File: src/rtl/ps2_host_tx_if.sv
// PS/2 host transmitter bus: command handshake plus pad read-back and open-drain enables.
interface ps2_host_tx_if;
  logic       start;
  logic [7:0] txdata;
  logic       busy;
  logic       done;
  logic       err;
  logic       clkin;
  logic       datain;
  logic       clk_oe;
  logic       dat_oe;

  modport master (
    output start, txdata, clkin, datain,
    input  busy, done, err, clk_oe, dat_oe
  );

  modport slave (
    input  start, txdata, clkin, datain,
    output busy, done, err, clk_oe, dat_oe
  );
endinterface

File: src/rtl/ps2_host_tx.sv
// PS/2 host-to-device command transmitter (inhibit, request, 8N-odd frame, ACK check).
// Optional PS2_TX_RETRY_EN: one automatic retry on NAK or timeout before flagging err.
module ps2_host_tx #(
  parameter int unsigned INHIBIT_CYCLES = 1200,
  parameter int unsigned TIMEOUT_CYCLES = 200000,
  parameter int unsigned CNT_W          = 18
) (
  input logic         fclk,
  input logic         rst,
  ps2_host_tx_if.slave bus
);
  localparam int unsigned IDX_W = 4;
  localparam logic [CNT_W-1:0] INH_LAST = CNT_W'(INHIBIT_CYCLES - 1);
  localparam logic [CNT_W-1:0] TO_LAST  = CNT_W'(TIMEOUT_CYCLES - 1);
  localparam logic [IDX_W-1:0] PAR_IDX  = IDX_W'(8);

  typedef enum logic [2:0] {
    S_IDLE, S_INHIBIT, S_REQ, S_DATA, S_STOP, S_ACK, S_WAITREL
  } state_t;

  state_t           state_q, state_nxt;
  logic [1:0]       clk_sync_q, dat_sync_q;
  logic             clk_prev_q;
  logic [CNT_W-1:0] cnt_q, cnt_nxt;
  logic [IDX_W-1:0] idx_q, idx_nxt;
  logic [8:0]       sh_q, sh_nxt;
  logic             ok_q, ok_nxt;
  logic             clk_oe_q, clk_oe_nxt;
  logic             dat_oe_q, dat_oe_nxt;
  logic             busy_q, busy_nxt;
  logic             done_q, done_nxt;
  logic             err_q, err_nxt;
  logic             clk_s, dat_s, fall_c, nak_c, tmo_c, may_retry_c;
`ifdef PS2_TX_RETRY_EN
  logic             retry_q, retry_nxt;
`endif

  assign clk_s  = clk_sync_q[1];
  assign dat_s  = dat_sync_q[1];
  assign fall_c = clk_prev_q & ~clk_s;

  // Two-flop synchronizers; idle-high reset values avoid a false fall after reset.
  always_ff @(posedge fclk or negedge rst) begin
    if (!rst) begin
      clk_sync_q <= 2'b11;
      dat_sync_q <= 2'b11;
      clk_prev_q <= 1'b1;
    end else begin
      clk_sync_q <= {clk_sync_q[0], bus.clkin};
      dat_sync_q <= {dat_sync_q[0], bus.datain};
      clk_prev_q <= clk_s;
    end
  end

  // Next-state and next-output logic.
  always_comb begin
    state_nxt  = state_q;
    cnt_nxt    = cnt_q;
    idx_nxt    = idx_q;
    sh_nxt     = sh_q;
    ok_nxt     = ok_q;
    clk_oe_nxt = clk_oe_q;
    dat_oe_nxt = dat_oe_q;
    busy_nxt   = busy_q;
    done_nxt   = 1'b0;
    err_nxt    = err_q;
    nak_c      = 1'b0;
    tmo_c      = 1'b0;
`ifdef PS2_TX_RETRY_EN
    retry_nxt   = retry_q;
    may_retry_c = ~retry_q;
`else
    may_retry_c = 1'b0;
`endif

    case (state_q)
      S_IDLE: begin
        clk_oe_nxt = 1'b0;
        dat_oe_nxt = 1'b0;
        if (bus.start) begin
          sh_nxt     = {~^bus.txdata, bus.txdata};
          err_nxt    = 1'b0;
          busy_nxt   = 1'b1;
          ok_nxt     = 1'b0;
          cnt_nxt    = '0;
          idx_nxt    = '0;
          clk_oe_nxt = 1'b1;
          state_nxt  = S_INHIBIT;
`ifdef PS2_TX_RETRY_EN
          retry_nxt  = 1'b0;
`endif
        end
      end
      S_INHIBIT: begin
        if (cnt_q == INH_LAST) begin
          clk_oe_nxt = 1'b0;
          dat_oe_nxt = 1'b1;
          cnt_nxt    = '0;
          state_nxt  = S_REQ;
        end else begin
          cnt_nxt = cnt_q + CNT_W'(1);
        end
      end
      S_REQ, S_DATA, S_STOP, S_ACK: begin
        // A fall takes priority over a coincident timeout expiry.
        if (fall_c) begin
          cnt_nxt = '0;
          if (state_q == S_REQ) begin
            dat_oe_nxt = ~sh_q[0];
            idx_nxt    = IDX_W'(1);
            state_nxt  = S_DATA;
          end else if (state_q == S_DATA) begin
            dat_oe_nxt = ~sh_q[idx_q];
            if (idx_q == PAR_IDX) state_nxt = S_STOP;
            else                  idx_nxt   = idx_q + IDX_W'(1);
          end else if (state_q == S_STOP) begin
            dat_oe_nxt = 1'b0;
            state_nxt  = S_ACK;
          end else if (!dat_s) begin
            ok_nxt    = 1'b1;
            state_nxt = S_WAITREL;
          end else begin
            nak_c = 1'b1;
          end
        end else if (cnt_q == TO_LAST) begin
          tmo_c = 1'b1;
        end else begin
          cnt_nxt = cnt_q + CNT_W'(1);
        end
      end
      S_WAITREL: begin
        if (clk_s && dat_s) begin
          done_nxt  = ok_q;
          busy_nxt  = 1'b0;
          state_nxt = S_IDLE;
        end
      end
      default: state_nxt = S_IDLE;
    endcase

    // Failure handling: optional single restart, otherwise flag err.
    if (nak_c || tmo_c) begin
      if (may_retry_c) begin
        clk_oe_nxt = 1'b1;
        dat_oe_nxt = 1'b0;
        cnt_nxt    = '0;
        state_nxt  = S_INHIBIT;
`ifdef PS2_TX_RETRY_EN
        retry_nxt  = 1'b1;
`endif
      end else begin
        err_nxt    = 1'b1;
        clk_oe_nxt = 1'b0;
        dat_oe_nxt = 1'b0;
        ok_nxt     = 1'b0;
        if (tmo_c) begin
          busy_nxt  = 1'b0;
          state_nxt = S_IDLE;
        end else begin
          state_nxt = S_WAITREL;
        end
      end
    end
  end

  // State and registered outputs.
  always_ff @(posedge fclk or negedge rst) begin
    if (!rst) begin
      state_q  <= S_IDLE;
      cnt_q    <= '0;
      idx_q    <= '0;
      sh_q     <= '0;
      ok_q     <= 1'b0;
      clk_oe_q <= 1'b0;
      dat_oe_q <= 1'b0;
      busy_q   <= 1'b0;
      done_q   <= 1'b0;
      err_q    <= 1'b0;
`ifdef PS2_TX_RETRY_EN
      retry_q  <= 1'b0;
`endif
    end else begin
      state_q  <= state_nxt;
      cnt_q    <= cnt_nxt;
      idx_q    <= idx_nxt;
      sh_q     <= sh_nxt;
      ok_q     <= ok_nxt;
      clk_oe_q <= clk_oe_nxt;
      dat_oe_q <= dat_oe_nxt;
      busy_q   <= busy_nxt;
      done_q   <= done_nxt;
      err_q    <= err_nxt;
`ifdef PS2_TX_RETRY_EN
      retry_q  <= retry_nxt;
`endif
    end
  end

  assign bus.clk_oe = clk_oe_q;
  assign bus.dat_oe = dat_oe_q;
  assign bus.busy   = busy_q;
  assign bus.done   = done_q;
  assign bus.err    = err_q;
endmodule

File: src/flat_wrapper.sv
// flat-port wrapper written by rule: the top's interface ports become plain ports
module ps2_host_tx_flat 
#(
  parameter int unsigned INHIBIT_CYCLES = 1200,
  parameter int unsigned TIMEOUT_CYCLES = 200000,
  parameter int unsigned CNT_W          = 18
)
  (fclk, rst, bus_start, bus_txdata, bus_clkin, bus_datain, bus_busy, bus_done, bus_err, bus_clk_oe, bus_dat_oe);
  ps2_host_tx_if bus_i ();
  input logic fclk;
  input logic rst;
  input wire logic [$bits(bus_i.start)-1:0] bus_start;
  input wire logic [$bits(bus_i.txdata)-1:0] bus_txdata;
  input wire logic [$bits(bus_i.clkin)-1:0] bus_clkin;
  input wire logic [$bits(bus_i.datain)-1:0] bus_datain;
  output wire logic [$bits(bus_i.busy)-1:0] bus_busy;
  output wire logic [$bits(bus_i.done)-1:0] bus_done;
  output wire logic [$bits(bus_i.err)-1:0] bus_err;
  output wire logic [$bits(bus_i.clk_oe)-1:0] bus_clk_oe;
  output wire logic [$bits(bus_i.dat_oe)-1:0] bus_dat_oe;
  assign bus_i.start = bus_start;
  assign bus_i.txdata = bus_txdata;
  assign bus_i.clkin = bus_clkin;
  assign bus_i.datain = bus_datain;
  assign bus_busy = bus_i.busy;
  assign bus_done = bus_i.done;
  assign bus_err = bus_i.err;
  assign bus_clk_oe = bus_i.clk_oe;
  assign bus_dat_oe = bus_i.dat_oe;
  ps2_host_tx #(.INHIBIT_CYCLES(INHIBIT_CYCLES), .TIMEOUT_CYCLES(TIMEOUT_CYCLES), .CNT_W(CNT_W)) u_core (.fclk(fclk), .rst(rst), .bus(bus_i));
endmodule
File: config.mk
export PLATFORM = sky130hd
export DESIGN_NAME = ps2_host_tx_flat
export DESIGN_NICKNAME = d
export VERILOG_FILES = /design/src/rtl/ps2_host_tx_if.sv /design/src/rtl/ps2_host_tx.sv /design/src/flat_wrapper.sv
export SDC_FILE = /design/constraint.sdc
export NUM_CORES = 1
export LEC_CHECK = 0
export ABC_AREA = 1
export CAP_MARGIN = 10
export CELL_PAD_IN_SITES_DETAIL_PLACEMENT = 1
export CELL_PAD_IN_SITES_GLOBAL_PLACEMENT = 2
export CORE_MARGIN = 3
export CORE_UTILIZATION = 34
export CTS_CLUSTER_SIZE = 14
export DETAILED_ROUTE_END_ITERATION = 6
export PLACE_DENSITY_LB_ADDON = 0.1
export RECOVER_POWER = 50
export SLEW_MARGIN = 40
export SYNTH_ARGS = -nofsm -noshare
export SYNTH_HDL_FRONTEND = slang
export SYNTH_SLANG_ARGS = --single-unit
File: constraint.sdc
create_clock -name fclk -period 2.1 [get_ports fclk]
set_input_delay 0.21 -clock fclk [delete_from_list [all_inputs] [get_ports fclk]]
set_output_delay 0.21 -clock fclk [all_outputs]
set_load 0.02 [all_outputs]
==> results.json, run 1 <==
{
  "tritoncts": "done",
  "grt_pass1_vias": 2820,
  "yosysUniqueCellTypes": 37,
  "cp-end-kind": "register",
  "hold_path.class": "register to register",
  "drt_iter0_drc": 54,
  "syn_avg_cell_area_um2": 7.01,
  "cts_buffer_depth": 2,
  "gp_congestion": 0.821,
  "clk_latency_ns": 0.30,
  "grt_usage": 0.178,
  "antenna_cells": 0,
  "clk_pin_slew_ns": 0.09,
  "fmaxAchievable_ghz": 0.522,
  "rrSetupSlack_ns": 0.18,
  "r2r_start": "u_core.state_q[1]",
  "whs_endpoint": "u_core.dat_sync_q[1]",
  "period_share": 0.912,
  "finalWirelength_mm": 8.28,
  "ys.flop_type": "dfrtp_1",
  "yosys.area_share.simple": 0.400,
  "portBuffers": 17,
  "core_um2": 8260,
  "grt_pass1_wl_mm": 14.0,
  "p_per_area_nw_per_um2": 1040,
  "drv_cap": 1,
  "r2r_cells": 11,
  "cp.arrival_ns": 2.15,
  "fillers": 1060,
  "tightest_slew_ns": 1.52,
  "regToRegEndpoint": "u_core.cnt_q[16]",
  "synth_compound_area_frac": 0.0697,
  "required_ns": 2.33,
  "worstHoldStart": "u_core.dat_sync_q[0]",
  "num_vias": 2717,
  "first_pass_iters": 4,
  "grt_overflow": 0,
  "finalNonFillerCells": 547,
  "via_per_inst": 4.97,
  "max_slew_margin": -0.0158,
  "async_reset_ff_frac": 1.00,
  "hold_ws_ns": 0.364,
  "critPathKind": "register to register",
  "path_cells": "inv_2 > nand2_1 > nand2_2 > inv_2 > nor2_4 > nand2_4 > nand2_8 > inv_4 > nand3_1 > nand2_1 > nor2_2",
  "start_util": 0.352,
  "ys_seq_elements": 45,
  "register_area_um2": 1130,
  "synth_seq_area_share": 0.389,
  "drive_gt1_frac": 0.106,
  "final.setup_skew_ns": 0.0110,
  "avgRoutedWirePerCell_um": 15.1,
  "min_path_cells": 0,
  "slew_viol_final": 25,
  "layout_commonest_cell": "nand2_1",
  "power.total_uw": 3470,
  "ios": 18,
  "leakage_uw": 0.00161,
  "cts_sinks": 45,
  "area_delta_synth_final_pct": 14.5,
  "cts_setup_buffers": 0,
  "multi_input_area_um2": 1490,
  "synth_mux_area_frac": 0,
  "synth_xor_area_frac": 0.0301,
  "drc": 0,
  "violations": "max-capacitance violations, max-slew violations",
  "syn_inst": 415,
  "synthAdderAreaFrac": 0.0129,
  "place_inst": 538,
  "critPathLaunchType": "register",
  "synth_top_family_by_area": "simple AND/OR/NAND/NOR gates",
  "row_count": 33,
  "tns_ns": 0,
  "antenna_found_initial": 0,
  "final_cell_mix": "nand2_1, inv_1, nor2_1",
  "period_minus_slack_ns": 1.92,
  "die_area_um2": 9700,
  "syn_area_um2": 2910,
  "synth_edf_count": 0,
  "ir_drop_mv": 0.486,
  "nets": 457,
  "setup_viol": 0,
  "cts-root-buf": "clkbuf_8",
  "hpwl_mm": 6.49,
  "hold_viol": 0,
  "final_util": 0.403,
  "status": "complete, but fails checks",
  "cpPeakStageDelay_ns": 0.43,
  "cp_slowest_cell": "dfrtp_1",
  "fp.dieH_um": 98.5,
  "cts_buffers": 5,
  "synth_warnings": 0,
  "htreeDepth": 2,
  "die_w_um": 98.5,
  "critPathMaxFanout": 17,
  "final_antenna_net_count": 0,
  "grt_max_degree": 26,
  "grt_setup_unrepaired": "false",
  "syn_nets": 431
}
worst max path at each step:
stage	start	end	slack, ns	cells past startpoint
floorplan	u_core.cnt_q[0]	u_core.cnt_q[16]	0.50	11
global placement	u_core.state_q[2]	u_core.cnt_q[16]	0.15	11
detailed placement	u_core.state_q[2]	u_core.cnt_q[16]	0.16	11
CTS	u_core.state_q[2]	u_core.cnt_q[16]	0.11	11
global route	u_core.state_q[1]	u_core.cnt_q[16]	0.03	11
finish	u_core.state_q[1]	u_core.cnt_q[16]	0.18	11
stage by stage:
step | area (µm²) | worst slack [ns]
CTS | 3330 | 0.108
detailed placement | 3230 | 0.158
finish | 3330 | 0.184
global placement | 3230 | 0.154
floorplan | 2910 | 0.503
global route | 3330 | 0.0322
cell usage after synthesis (all sizes together), types with 2 or more instances:
library cell    n  area (µm²)
a21oi          10        53.8
buf             9        68.8
dfrtp          40        1000
dfstp           5         131
ha              3        37.5
inv            56         213
nand2         133         531
nand3          46         248
nand4          14        87.6
nor2           53         240
nor3            6        30.0
o21ai          20         100
o21bai          2        15.0
xnor2           5        43.8
xor2            5        43.8
state kept, by name, indices dropped and copies added, names as in the netlist:
name,cells
u_core.cnt_q,18
u_core.sh_q,9
u_core.idx_q,4
u_core.state_q,3
u_core.clk_sync_q,2
u_core.dat_sync_q,2
u_core.bus.busy,1
u_core.bus.clk_oe,1
u_core.bus.dat_oe,1
u_core.bus.done,1
u_core.bus.err,1
u_core.clk_prev_q,1
u_core.ok_q,1
metal layers:
layer  GRT usage  share of wire  vias to the layer above
met4      0.0599          0.021                        0
met3      0.0241          0.017                       14
met2       0.309           0.49                       35
li1            -              -                     1371
met1       0.228           0.47                     1297
met5           0              0                        -
area by class of cell:
type                    instances  share of cell area
inverters                      56              0.0639
flip-flops and latches         45               0.340
multi-input cells             304               0.447
well taps                     105              0.0394
clock buffers                   7              0.0259
clock inverters                 1             0.00225
repair buffers                 29              0.0808
where the power goes:
part / internal, µW / total, µW / switching, µW / leakage (µW)
clock network: 268 / 585 / 317 / 0.0000445
registers: 1080 / 1230 / 154 / 0.000582
logic: 565 / 1660 / 1100 / 0.000985
critical path: cells and delay by family, from the launching register on:
| kind | cells | cell delay [ns] |
|---|---|---|
| flops | 1 | 0.43 |
| simple gates | 8 | 1.06 |
| buf+inv | 3 | 0.34 |
kinds of logic after synthesis:
family                     count (synthesis)
AOI/OAI and AO/OA                         36
buffers and inverters                     66
adders and majority gates                  3
and+or+nand+nor                          255
DFF                                       45
xor gates and xnor gates                  10
timing repair:
item	in CTS	in global routing
hold buffers	1	0
resized for setup	0	1
endpoints found under the hold margin	19	0
endpoints found under the setup margin	0	2
Power figures use the tool's default switching activity.
==> run 2: changes to the inputs <==
--- a/config.mk
+++ b/config.mk
@@ -10,7 +10,8 @@
 export CELL_PAD_IN_SITES_DETAIL_PLACEMENT = 1
 export CELL_PAD_IN_SITES_GLOBAL_PLACEMENT = 2
 export CORE_MARGIN = 3
-export CORE_UTILIZATION = 34
+export CORE_UTILIZATION = 35
+export CTS_BUF_LIST = sky130_fd_sc_hd__clkbuf_4 sky130_fd_sc_hd__clkbuf_8
 export CTS_CLUSTER_SIZE = 14
 export DETAILED_ROUTE_END_ITERATION = 6
 export PLACE_DENSITY_LB_ADDON = 0.1
==> results.json, run 2 (synthesis gave the netlist of run 1 again) <==
{
  "status": "completed",
  "tritoncts": "done",
  "met1_usage": 0.232,
  "cts_setup_buffers": 0,
  "period_share": 0.902,
  "fillers": 1006,
  "avgRoutedWirePerCell_um": 14.7,
  "period_minus_slack_ns": 1.89,
  "ir_drop_mv": 0.537,
  "hpwl_mm": 6.27,
  "critPathLaunchType": "register",
  "grt_usage": 0.182,
  "setup_viol": 0,
  "final_util": 0.423,
  "grt_busiest_layer": "met2",
  "hold_path.class": "register to register",
  "final_cell_mix": "nand2_1, inv_1, nor2_1",
  "die_w_um": 97.2,
  "fmaxAchievable_ghz": 0.528,
  "slew_viol_final": 0,
  "final.setup_skew_ns": 0.00973,
  "nets": 458,
  "drive_gt1_frac": 0.108,
  "tns_ns": 0,
  "row_count": 32,
  "r2r_start": "u_core.cnt_q[0]",
  "critPathKind": "register to register",
  "rrSetupSlack_ns": 0.21,
  "antenna_found_initial": 0,
  "cts_buffers": 5,
  "ios": 18,
  "min_path_cells": 0,
  "final_antenna_net_count": 0,
  "largest_reg_flops": 18,
  "cp.arrival_ns": 2.10,
  "core_um2": 7890,
  "max_slew_margin": 0.0904,
  "power.total_uw": 3450,
  "startpoint": "u_core.cnt_q[0]",
  "clk_pin_slew_ns": 0.09,
  "gp_congestion": 0.932,
  "finalWirelength_mm": 8.02,
  "regToRegEndpoint": "u_core.cnt_q[16]",
  "die_area_um2": 9440,
  "leakage_uw": 0.00162,
  "drc": 0,
  "grt_max_degree": 25,
  "layout_commonest_cell": "nand2_1",
  "critPathMaxFanout": 17,
  "drv_cap": 0,
  "cp-end-kind": "register",
  "r2r_cells": 11,
  "cts_buffer_depth": 2,
  "portBuffers": 17,
  "via_per_inst": 4.91,
  "num_vias": 2678,
  "globalRouteMet3Util": 0.0266,
  "top_regs": "u_core.cnt_q (18), u_core.sh_q (9), u_core.idx_q (4)",
  "first_pass_iters": 4,
  "antenna_cells": 0,
  "grt_pass1_vias": 2846,
  "hold_viol": 0,
  "grt_setup_unrepaired": "false",
  "whs_endpoint": "u_core.dat_sync_q[1]",
  "fp.dieH_um": 97.2,
  "tightest_slew_ns": 1.36,
  "required_ns": 2.30,
  "start_util": 0.369,
  "area_delta_synth_final_pct": 14.8,
  "cts-root-buf": "clkbuf_8",
  "clk_latency_ns": 0.30,
  "worstHoldStart": "u_core.dat_sync_q[0]",
  "drt_iter0_drc": 57,
  "grt_overflow": 0,
  "htreeDepth": 2,
  "regMostFlops": "u_core.cnt_q",
  "p_per_area_nw_per_um2": 1030,
  "cts_sinks": 45,
  "use_met2": 0.315,
  "grt_pass1_wl_mm": 14.0
}
==> run 2: critical path, cell delays in order, from the launching register on <==
cell and delay, ns:
dfrtp_2 0.46, ha_1 0.25, nand2_2 0.14, nor2_8 0.06, nand3_4 0.09, nor2_4 0.05, nand2_4 0.09, nand2_8 0.11
inv_4 0.18, nand3_1 0.19, nand2_1 0.12, nor2_2 0.03
==> run 2: power breakdown <==
group          switching [µW]  total [µW]  internal [µW]  leakage [µW]
combinational            1060        1620            557      0.000991
sequential                160        1240           1080      0.000581
clock                     316         597            281     0.0000479
==> run 2: repair_timing <==
item,in CTS,in global routing
resized for setup,0,1
hold buffers,1,0
endpoints found under the hold margin,18,0
setup endpoints to repair,0,1
==> run 2: metrics by stage <==
| step | cell area [µm²] | cells | hold slack [ns] | worst slack, ns |
|---|---|---|---|---|
| floorplan | 2910 | 415 | -0.0856 | 0.503 |
| global placement | 3230 | 536 | 0.231 | 0.208 |
| detailed placement | 3230 | 536 | 0.239 | 0.169 |
| CTS | 3340 | 545 | 0.299 | 0.141 |
| global route | 3340 | 545 | 0.372 | 0.0470 |
| finish | 3340 | 545 | 0.366 | 0.207 |
==> run 2: how the worst max path moves through the flow <==
stage,end,cells after the start
final,u_core.cnt_q[16],11
after CTS,u_core.cnt_q[16],11
after detailed placement,u_core.cnt_q[16],11
after global routing,u_core.cnt_q[16],11
after floorplan,u_core.cnt_q[16],11
after global placement,u_core.cnt_q[16],11
==> run 2: layer usage <==
layer / wire length, µm / vias to the layer above
li1: - / 1369
met1: 3750 / 1268
met2: 3940 / 31
met3: 165 / 10
met4: 168 / 0
met5: 0 / -
==> run 2: cell type report <==
class                      instances  area, µm²  area share
tap                              102        128      0.0382
timing repair buffer              30        277      0.0828
clock buffer                       7       90.1      0.0270
clock inverter                     1       7.51     0.00225
multi-input combinational        304       1490       0.446
inverter                          56        213      0.0637
sequential                        45       1130       0.340
==> run 3: changes to the inputs <==
==> constraint.sdc (replaced) <==
create_clock -name fclk -period 1.89 [get_ports fclk]
set_input_delay 0.189 -clock fclk [delete_from_list [all_inputs] [get_ports fclk]]
set_output_delay 0.189 -clock fclk [all_outputs]
set_load 0.02 [all_outputs]
==> results.json, run 3 (synthesis gave the netlist of run 1 again) <==
{
  "status": "completed",
  "grt_setup_unrepaired": "false",
  "core_um2": 7890,
  "cts_buffer_depth": 2,
  "r2r_start": "u_core.cnt_q[1]",
  "cp.arrival_ns": 1.96,
  "p_int_uw": 2310,
  "place_inst": 549,
  "grt_pass1_vias": 3036,
  "fmaxAchievable_ghz": 0.582,
  "r2r_cells": 11,
  "gp_congestion": 0.847,
  "regToRegEndpoint": "u_core.cnt_q[4]",
  "antenna_cells": 0,
  "die_area_um2": 9440,
  "htreeDepth": 2,
  "num_vias": 2789,
  "min_path_cells": 0,
  "whs_endpoint": "u_core.dat_sync_q[1]",
  "drt_iter0_drc": 90,
  "die_w_um": 97.2,
  "portBuffers": 17,
  "setup_viol": 0,
  "critPathKind": "register to register",
  "power.total_uw": 4100,
  "first_pass_iters": 4,
  "grt_usage": 0.192,
  "fillers": 1014,
  "row_count": 32,
  "worstHoldStart": "u_core.dat_sync_q[0]",
  "cts_buffers": 5,
  "largest_reg_flops": 18,
  "drv_cap": 0,
  "switching_share": 0.436,
  "cts-root-buf": "clkbuf_8",
  "via_per_inst": 4.99,
  "layout_commonest_cell": "nand2_1",
  "leakage_uw": 0.00171,
  "start_util": 0.369,
  "slew_viol_final": 0,
  "power.switching_uw": 1790,
  "clk_pin_slew_ns": 0.09,
  "cts_sinks": 45,
  "critPathLaunchType": "register",
  "seq_power_share": 0.328,
  "hpwl_mm": 6.66,
  "cp-end-kind": "register",
  "avgRoutedWirePerCell_um": 15.3,
  "final.setup_skew_ns": 0.00699,
  "rrSetupSlack_ns": 0.17,
  "top_regs": "u_core.cnt_q (18), u_core.sh_q (9), u_core.idx_q (4)",
  "nets": 472,
  "clk_latency_ns": 0.30,
  "ir_drop_mv": 0.633,
  "period_share": 0.910,
  "finalNonFillerCells": 559,
  "final_cell_mix": "nand2_1, inv_1, nor2_1",
  "regMostFlops": "u_core.cnt_q",
  "period_minus_slack_ns": 1.72,
  "final_util": 0.440,
  "tritoncts": "done",
  "grt_max_degree": 46,
  "tns_ns": 0,
  "drive_gt1_frac": 0.151,
  "hold_viol": 0,
  "register_area_um2": 1130,
  "area_delta_synth_final_pct": 19.4,
  "finalWirelength_mm": 8.54,
  "grt_pass1_wl_mm": 14.8,
  "grt_overflow": 0,
  "clkPwrFrac": 0.187,
  "power_frac_comb": 0.485,
  "tightest_slew_ns": 1.16,
  "antenna_found_initial": 0,
  "max_slew_margin": 0.227,
  "drc": 0,
  "final_antenna_net_count": 0,
  "p_per_area_nw_per_um2": 1180,
  "ios": 18,
  "multi_input_area_um2": 1520,
  "critPathMaxFanout": 17,
  "required_ns": 2.13,
  "fp.dieH_um": 97.2,
  "hold_path.class": "register to register"
}
run 3: cell types whose count changed in the layout (fill, tap and decap cells not counted), moves of 2 or more:
cell | previous run | this run
buf_4 | 11 | 25
nand2_1 | 128 | 126
nand2_2 | 3 | 5
nand3_1 | 44 | 41
nand3_2 | 1 | 4
run 3: layout make-up:
cell class	count	share of cell area
clock buffer	6	0.0220
clock inverter	2	0.0101
inverter	56	0.0613
multi-input combinational	304	0.438
sequential	45	0.326
tap	102	0.0368
timing repair buffer	44	0.106
run 3: worst max path at each step:
stage | start | slack, ns | endpoint
floorplan | u_core.cnt_q[0] | 0.29 | u_core.cnt_q[16]
global placement | u_core.cnt_q[1] | 0.15 | u_core.state_q[0]
detailed placement | u_core.cnt_q[1] | 0.11 | u_core.state_q[0]
CTS | u_core.cnt_q[1] | 0.08 | u_core.state_q[0]
global route | u_core.cnt_q[4] | 0.005 | u_core.cnt_q[7]
finish | u_core.cnt_q[1] | 0.17 | u_core.cnt_q[4]
run 3: critical path, cell delays in order (launching register included):
cell and delay [ns]:
dfrtp_1 0.39, ha_2 0.23, nand2_2 0.10, nor2_8 0.15
nand3_4 0.09, nor2_4 0.11, nand2_4 0.08, nand2_8 0.14
inv_4 0.11, nand3_1 0.11, nand2_1 0.06, nor2_1 0.07
run 3: per-stage QoR:
| stage | area (µm²) | worst slack (ns) | hold WS (ns) |
|---|---|---|---|
| 6_report | 3470 | 0.171 | 0.369 |
| 5_1_grt | 3470 | 0.00467 | 0.374 |
| 4_1_cts | 3440 | 0.0827 | 0.288 |
| 3_5_place_dp | 3320 | 0.109 | 0.326 |
| 3_3_place_gp | 3320 | 0.155 | 0.327 |
| 2_1_floorplan | 2910 | 0.293 | -0.107 |
run 3: what timing repair did:
action,4_1_cts,5_1_grt
buffers inserted,0,1
endpoints found under the hold margin,22,0
setup endpoints to repair,0,14
resized for setup,0,8
hold buffers,1,0
run 3: power by group through the flow:
stage / Clock [µW] / Combinational (µW) / Sequential, µW
finish: 765 / 1990 / 1350
global route: 826 / 2280 / 1380
CTS: 796 / 1980 / 1350
detailed placement: 0 / 1970 / 1360
global placement: 0 / 1920 / 1350
floorplan: 0 / 1250 / 1380
run 3: routing by layer:
layer  share of wire  vias to the layer above  GRT usage
li1                -                     1392          -
met1            0.43                     1351      0.234
met2            0.52                       35      0.352
met3           0.028                       11     0.0230
met4           0.017                        0     0.0562
met5               0                        -          0
